<file path="src/rtl/imem_loader_pkg.sv">
// Shared types and default geometry for the instruction-memory loader.
// Default geometry: 32 words of 32 bits, 4 byte lanes per word.
package imem_loader_pkg;

   localparam int DEF_DEPTH      = 32;
   localparam int DEF_AW         = 5;
   localparam int DEF_DW         = 32;
   localparam int BYTES_PER_WORD = 4;

   typedef enum logic [2:0] {
      IDLE,
      HDR,
      DATA,
      CHK,
      DONE,
      ERR
   } state_t;

endpackage

</file>
<file path="src/rtl/imem_loader_array.sv">
// Instruction array: one synchronous write port for the loader and one
// asynchronous read port for the core's fetch stage.
module imem_loader_array #(
   parameter int DEPTH = 32,
   parameter int AW    = 5,
   parameter int DW    = 32
) (
   input  logic          clk,
   input  logic          we,
   input  logic [AW-1:0] waddr,
   input  logic [DW-1:0] wdata,
   input  logic [AW-1:0] rd_addr,
   output logic [DW-1:0] rd_data
);

   logic [DW-1:0] mem [DEPTH];

   // NOTE: the array has no reset so it maps onto RAM; contents survive reset.
   // NOTE: sequential state uses <= so every flop samples pre-edge values.
   always_ff @(posedge clk) begin
      if (we) mem[waddr] <= wdata;
   end

   assign rd_data = mem[rd_addr];

endmodule

</file>
<file path="src/rtl/imem_loader.sv">
// Framed byte-stream loader: header N, N little-endian words, XOR checksum.
// Keeps the core held until a load completes with a matching checksum.
module imem_loader
   import imem_loader_pkg::*;
#(
   parameter int DEPTH = DEF_DEPTH,
   parameter int AW    = DEF_AW,
   parameter int DW    = DEF_DW
) (
   input  logic          clk,
   input  logic          reset,
   input  logic          start,
   input  logic          in_valid,
   input  logic [7:0]    in_data,
   output logic          in_ready,
   input  logic [AW-1:0] rd_addr,
   output logic [DW-1:0] rd_data,
   output logic          core_hold,
   output logic          load_done,
   output logic          load_err,
   output logic [AW:0]   words_written
);

   localparam int               BI        = $clog2(BYTES_PER_WORD);
   localparam logic [BI-1:0]    LAST_LANE = BI'(BYTES_PER_WORD - 1);
   localparam logic [8:0]       DEPTH_9   = 9'(DEPTH);

   state_t        state, next_state;
   logic [BI-1:0] byte_idx;
   logic [AW-1:0] waddr;
   logic [23:0]   asm_q;
   logic [7:0]    xor_q;
   logic [AW:0]   n_words;
   logic [AW:0]   ww_inc;
   logic          accept, word_we, last_word, enter_hdr, hdr_ok;

   always_ff @(posedge clk or negedge reset) begin
      if (!reset) state <= IDLE;
      else        state <= next_state;
   end

   always_comb begin
      // NOTE: every comb output gets a default first so no path infers a latch.
      next_state = state;
      unique case (state)
         IDLE:      if (start)  next_state = HDR;
         HDR:       if (accept) next_state = hdr_ok ? DATA : ERR;
         DATA:      if (last_word) next_state = CHK;
         CHK:       if (accept) next_state = (in_data == xor_q) ? DONE : ERR;
         DONE, ERR: if (start)  next_state = HDR;
         default:   next_state = IDLE;
      endcase
   end

   always_comb begin
      in_ready  = (state == HDR) || (state == DATA) || (state == CHK);
      accept    = in_valid && in_ready;
      enter_hdr = start && ((state == IDLE) || (state == DONE) || (state == ERR));
      hdr_ok    = (in_data != 8'd0) && ({1'b0, in_data} <= DEPTH_9);
      word_we   = accept && (state == DATA) && (byte_idx == LAST_LANE);
      ww_inc    = words_written + (AW+1)'(1);
      last_word = word_we && (ww_inc == n_words);
   end

   // Status flags are registered off next_state so they change with the state.
   always_ff @(posedge clk or negedge reset) begin
      if (!reset) begin
         core_hold <= 1'b1;
         load_done <= 1'b0;
         load_err  <= 1'b0;
      end else begin
         core_hold <= (next_state != DONE);
         load_done <= (next_state == DONE);
         load_err  <= (next_state == ERR);
      end
   end

   always_ff @(posedge clk or negedge reset) begin
      if (!reset) begin
         byte_idx      <= '0;
         waddr         <= '0;
         asm_q         <= '0;
         xor_q         <= '0;
         n_words       <= '0;
         words_written <= '0;
      end else if (enter_hdr) begin
         byte_idx      <= '0;
         waddr         <= '0;
         asm_q         <= '0;
         xor_q         <= '0;
         words_written <= '0;
      end else if (accept) begin
         if (state == HDR) begin
            n_words <= (AW+1)'(in_data);
         end else if (state == DATA) begin
            xor_q    <= xor_q ^ in_data;
            byte_idx <= byte_idx + BI'(1);
            case (byte_idx)
               BI'(0):  asm_q[7:0]   <= in_data;
               BI'(1):  asm_q[15:8]  <= in_data;
               BI'(2):  asm_q[23:16] <= in_data;
               default: ;
            endcase
            if (word_we) begin
               waddr         <= waddr + AW'(1);
               words_written <= ww_inc;
            end
         end
      end
   end

   // The last byte goes straight into the word; it is never held in asm_q.
   imem_loader_array #(
      .DEPTH (DEPTH),
      .AW    (AW),
      .DW    (DW)
   ) u_array (
      .clk     (clk),
      .we      (word_we),
      .waddr   (waddr),
      .wdata   (DW'({in_data, asm_q})),
      .rd_addr (rd_addr),
      .rd_data (rd_data)
   );

endmodule

</file>
<file path="config.mk">
export PLATFORM = sky130hd
export DESIGN_NAME = imem_loader
export DESIGN_NICKNAME = d
export VERILOG_FILES = /design/src/rtl/imem_loader_pkg.sv /design/src/rtl/imem_loader_array.sv /design/src/rtl/imem_loader.sv
export SDC_FILE = /design/constraint.sdc
export NUM_CORES = 1
export LEC_CHECK = 0
export CORE_ASPECT_RATIO = 1.4
export CORE_MARGIN = 2
export CORE_UTILIZATION = 45
export CTS_BUF_LIST = sky130_fd_sc_hd__clkbuf_2
export CTS_CLUSTER_SIZE = 10
export DETAILED_ROUTE_END_ITERATION = 10
export SLEW_MARGIN = 0
export SYNTH_ARGS = -nofsm -noshare
export SYNTH_HDL_FRONTEND = slang
export SYNTH_SLANG_ARGS = --single-unit
</file>
<file path="constraint.sdc">
create_clock -name clk -period 5.6 [get_ports clk]
set_input_delay 1.12 -clock clk [delete_from_list [all_inputs] [get_ports clk]]
set_output_delay 1.12 -clock clk [all_outputs]
set_load 0.005 [all_outputs]
</file>
-- Word-level counts from Yosys, hierarchy flattened
Memories as Yosys holds them, arrays and structs flattened.
Index checks and enable logic that the tools add are counted.
W data, S select, Z words.
- flip-flop bits (word level): 57
- memory bits (writable): 1024
- output and inout bits: 42
- word-level logic and storage cells: 93
- memories kept: 1
- add/sub/neg operators: 3
- magnitude comparators: 1
- eq/ne operators: 14
- mux-type cells: 34
- bitwise operators: 2
- reduce and logical (&&, ||, !) cells: 26
- memory list (name ; depth ; width ; rd ports ; clocked after Yosys merged registers in ; write ports ; line ; source):
    u_array.mem ; 32 ; 32 ; 1 ; 0 ; 1 ; imem_loader_array.sv:16 ; logic [DW-1:0] mem [DEPTH];
- operators with widths (operator ; number):
    $mux W24 ; 4
    $mux W8 ; 7
    $mux W6 ; 5
    $mux W5 ; 5
    $reduce_and A4 Y1 ; 4
    $mux W3 ; 5
    $eq A3 B3 Y1 const B ; 4
    $pmux W3 S4 ; 1
    $reduce_bool A2 Y1 ; 6
    $eq A8 B8 Y1 ; 1
    $le A8 B6 Y1 const B ; 1
    $mux W2 ; 4
    $reduce_bool A8 Y1 ; 1
    $xor A8 B8 Y8 ; 1
    $add A6 B1 Y6 const B ; 1
    $eq A3 B2 Y1 const B ; 2
    $eq A6 B6 Y1 ; 1
    $logic_and A1 B1 Y1 ; 6
    $reduce_and A3 Y1 ; 2
    $add A5 B1 Y5 const B ; 1
    $eq A2 B2 Y1 const B ; 2
    $logic_or A1 B1 Y1 ; 4
    $eq A3 B1 Y1 const B ; 1
    $logic_not A3 Y1 ; 1
    other kinds (8) ; 10

-- Logic depth before layout (Yosys ltp)
- word-level depth: 11
- gate-level depth with buffers: 6

-- Cells and area by module
A second synthesis with hierarchy kept.
- cell total of the unflattened synthesis: 2499
- area, all modules: 42479.5 um^2
- by module, submodules not included (module ; instances ; cells an instance ; area each (um^2) ; seq. area each (um^2)):
    imem_loader_array ; 1 ; 2228 ; 39850.7 ; 30749.5
    imem_loader ; 1 ; 271 ; 2628.8 ; 1427.6

-- Worst setup path after synthesis
OpenSTA, ideal clock, no wires.
- path type: input -> output
- start: in rd_addr[0]
- end: out rd_data[10]
- arrival: 2.899 ns
- slack: 1.581 ns
- cell stages on the path: 6
- path buffers: 3
- cells stage by stage: buf_2 -> buf_6 -> buf_2 -> mux4_2 -> mux4_2 -> mux2_2
- word-level cells in the longest chain between the ends: 1
- ends and longest elaborated chain (element ; line ; source):
    start, declared ; imem_loader.sv:16 ; input logic [AW-1:0] rd_addr,
    $mem_v2 Z32 W32 ; -- ;
    end, declared ; imem_loader.sv:17 ; output logic [DW-1:0] rd_data,
No other way between the ends.

-- Worst setup path after layout
- start: mem u_array.mem[12][7]
- end: out rd_data[7]
- word-level cells in the longest chain between the ends: 1
- ends and longest elaborated chain (element ; line):
    start, declared ; imem_loader_array.sv:16
    $mem_v2 Z32 W32 ; --
No other way between the ends.

==> run_results.csv <==
group,metric,value,unit
clock_tree,clkTransAtPathRegs,0.12,ns
place,port_buffers,58,
global_route,grt_pass1_wl,149,mm
sta,tightest_slew,1.04,ns
floorplan,rows,131,
floorplan,core_area,91300,um^2
synthesis,synth-seq-cells,1081,
power,ir_worst_vdd,210,uV
worst_setup_path,startpoint_type,"flip-flop",
sta,tns,0,ns
power,p_int,12.0,mW
synthesis,synthArstFlopShare,5.27,%
detailed_routing,vias,20300,
worst_setup_path,cp_max_fo,1,
detailed_routing,ant_nets,0,
layout,drive_above_1_share,37.4,%
floorplan,floorplan.initialDensity,45.6,%
detailed_routing,drc_errors,0,
clock_tree,insertion_delay,1.55,ns
global_route,grt_max_degree,58,
synthesis,synth_top_flop_cell,"edfxtp_1",
sta,slew_violations,0,
global_route,track_usage,22.5,%
clock_tree,clk_path_buf_depth,3,
detailed_routing,drt_iter0_markers,2053,
detailed_routing,wl,104,mm
sta,rsz0062_at_grt,"no",
detailed_routing,first_pass_iters,5,
synthesis,synthDominantCellAreaShare,73.9,%
power,clkPwrFrac,29.7,%
flow_run,max-cap-violations,0,
synthesis,netlist_instances,1774,
layout,post-route-util,51.0,%
detailed_routing,routed_via_density,5.89,
detailed_routing,wire_per_inst,30.0,um
power,power_frac_seq,63.9,%
layout,area_delta_synth_final,12.0,%
clock_tree,cts-htree-levels,4,
sta,skew,0.0945,ns
worst_setup_path,critPathKind,"flip-flop to output pin",
sta,setup_viol,0,
clock_tree,clock-sinks,1081,
sta,final_hold_viol_count,0,
global_route,first_global_vias,21300,
sta,period_share,88.2,%
sta,fin_ws,0.660,ns
sta,layout_min_cycle_time,4.94,ns
clock_tree,cts_tree,"yes",
floorplan,die_h,364,um
worst_setup_path,worstPathRequired,4.48,ns
synthesis,yosysWarnings,0,
floorplan,num_io_pins,59,
synthesis,synth_cell_types,44,
power,power.share.switching,26.0,%
clock_tree,cts_root_buf,"clkbuf_2",
place,dp_hpwl,53.2,mm
floorplan,chipWidth,261,um
floorplan,die_area,94900,um^2
layout,fin_nets,2093,
synthesis,synth-edff-count,1024,
worst_setup_path,critPathArrivalTime,3.82,ns
synthesis,syn_avg_cell_area,23.5,um^2
power,power_frac_comb,6.4,%
power,powerDensity,347,nW/um^2
detailed_routing,highest_layer,"met5",
synthesis,synth_seq_area_share,77.3,%
global_route,overflow,0,
layout,filler_cell_count,7233,
worst_setup_path,crit_path_end_kind,"output pin",
clock_tree,cts_setup_buffers,0,
global_route,antenna_found_initial,3,
place,pre_cts_ws,0.698,ns
place,place_area,44400,um^2
synthesis,synth.area.top_cells,"edfxtp_1 74%, mux4_2 17%, dfrtp_1 3.4%",
sta,slew_headroom,30.5,%
worst_setup_path,r2r_setup_slack,1.89,ns
detailed_routing,wl_met1,41.7,mm
place,finalWeightedCongestion,0.781,
power,p_sw,4.20,mW
worst_hold_path,min_path_type,"primary input to asynchronous set/reset pin",
power,leakage,15.0,nW
clock_tree,numCtsBuffers,237,
detailed_routing,wl_met3,6.83,mm
synthesis,syn_area,41600,um^2
synthesis,yosys.area.top_type,"edfxtp_1",
layout,fin_area,46600,um^2
sta,clock.fmax,202,MHz
status,status,"finished, final reports clean",
detailed_routing,wl_met2,52.5,mm
synthesis,synth_nets,1800,
[flip-flops by register name, indices dropped and copies added (netlist names)]
signal	flops
core_hold	1
u_array.mem	1024
n_words	6
byte_idx	2
waddr	5
load_err	1
load_done	1
words_written	6
xor_q	8
state	3
asm_q	24
[path summary, 6_finish.rpt]
check / startpoint / endpoint / cells after the start
setup / recovery: u_array.mem[12][7] / rd_data[7] / 4
hold / removal: reset / xor_q[0] / 3
setup reg to reg: state[1] / u_array.mem[8][21] / 5
hold reg to reg: xor_q[4] / xor_q[4] / 1
max in group asynchronous: reset / asm_q[20] / 3
min in group clk: in_valid / state[1] / 2
[through the flow]
step | power, mW | instances | hold slack, ns
after floorplan | 10.9 | 1774 | 0.471
after CTS | 16.4 | 3450 | 0.0194
after global routing | 16.9 | 3451 | 0.177
after detailed placement | 11.6 | 3024 | 0.504
final | 16.2 | 3452 | 0.247
after global placement | 11.5 | 3024 | 0.496
[synth_stat cells (all sizes together) (6+ instances only)]
cell	n
nand3	9
nand2	58
ha	9
o21ai	47
buf	47
mux2	37
inv	6
nor2	51
dfrtp	56
clkbuf	43
mux4	320
edfxtp	1024
xor2	9
xnor2	13
[area by class of cell]
class,instances,area [um^2],share of cell area (%)
multi-input cells,597,9180,19.7
inverters,6,22.5,0.0483
clock inverters,95,505,1.08
flip-flops and latches,1081,32200,69.1
repair buffers,144,1560,3.35
clock buffers,330,1650,3.54
diodes,2,5.00,0.0107
well taps,1197,1500,3.21
[critical path, stage by stage (launching register included)]
cell,delay (ns)
edfxtp_1,0.41
mux4_2,0.48
mux4_2,0.50
mux2_2,0.33
clkdlybuf4s50_1,0.56
[cells in the final DEF, fill, tap and decap left out, types with 3 or more instances in the layout]
cell,Yosys,layout
inv_6,0,3
nor2_4,0,32
ha_1,9,9
mux2_2,37,37
xnor2_1,13,13
nand4_1,4,4
clkdlybuf4s50_1,0,52
inv_1,6,6
a21oi_1,5,5
buf_4,19,60
nand3_1,9,9
clkbuf_2,0,330
nor3_1,4,4
edfxtp_1,1024,1024
xor2_1,9,9
clkinv_1,0,69
nand2_1,58,58
mux4_2,320,320
bufinv_16,0,4
clkinv_2,0,12
inv_2,0,4
o21ai_0,47,47
nor2_1,51,19
dfrtp_1,56,56
nand3b_1,5,5
buf_12,0,27
[per-layer routing]
metal  GRT usage (%)  vias to the layer above
met2            36.9                      860
met4            7.79                        4
met3            4.40                      163
met5               0                        -
li1                -                     8264
met1            30.4                    11100
[logic make-up (layout without fill, tap and decap cells)]
group,count (synthesis),count (layout),share of synthesized area [%]
fa+ha+maj,9,9,0.271
mux,357,357,18.3
simple gates,147,147,1.59
flops,1081,1081,77.3
compound gates,62,62,0.830
xor+xnor,22,22,0.463
buf+inv,96,575,1.18
other cells,0,2,0
[power groups by stage]
stage | Sequential [mW] | Combinational, mW | Clock [mW]
final | 10.3 | 1.03 | 4.80
after global routing | 10.4 | 1.11 | 5.34
after CTS | 10.3 | 1.04 | 4.97
after detailed placement | 10.5 | 1.04 | 0
after global placement | 10.4 | 1.02 | 0
after floorplan | 10.2 | 0.639 | 0
[timing repair]
item | 4_1_cts | 5_1_grt
hold buffers | 1 | 0
resized for setup | 0 | 0
endpoints found under the setup margin | 0 | 0
endpoints found under the hold margin | 57 | 0
Note: power is estimated with default switching activity, not from simulation.
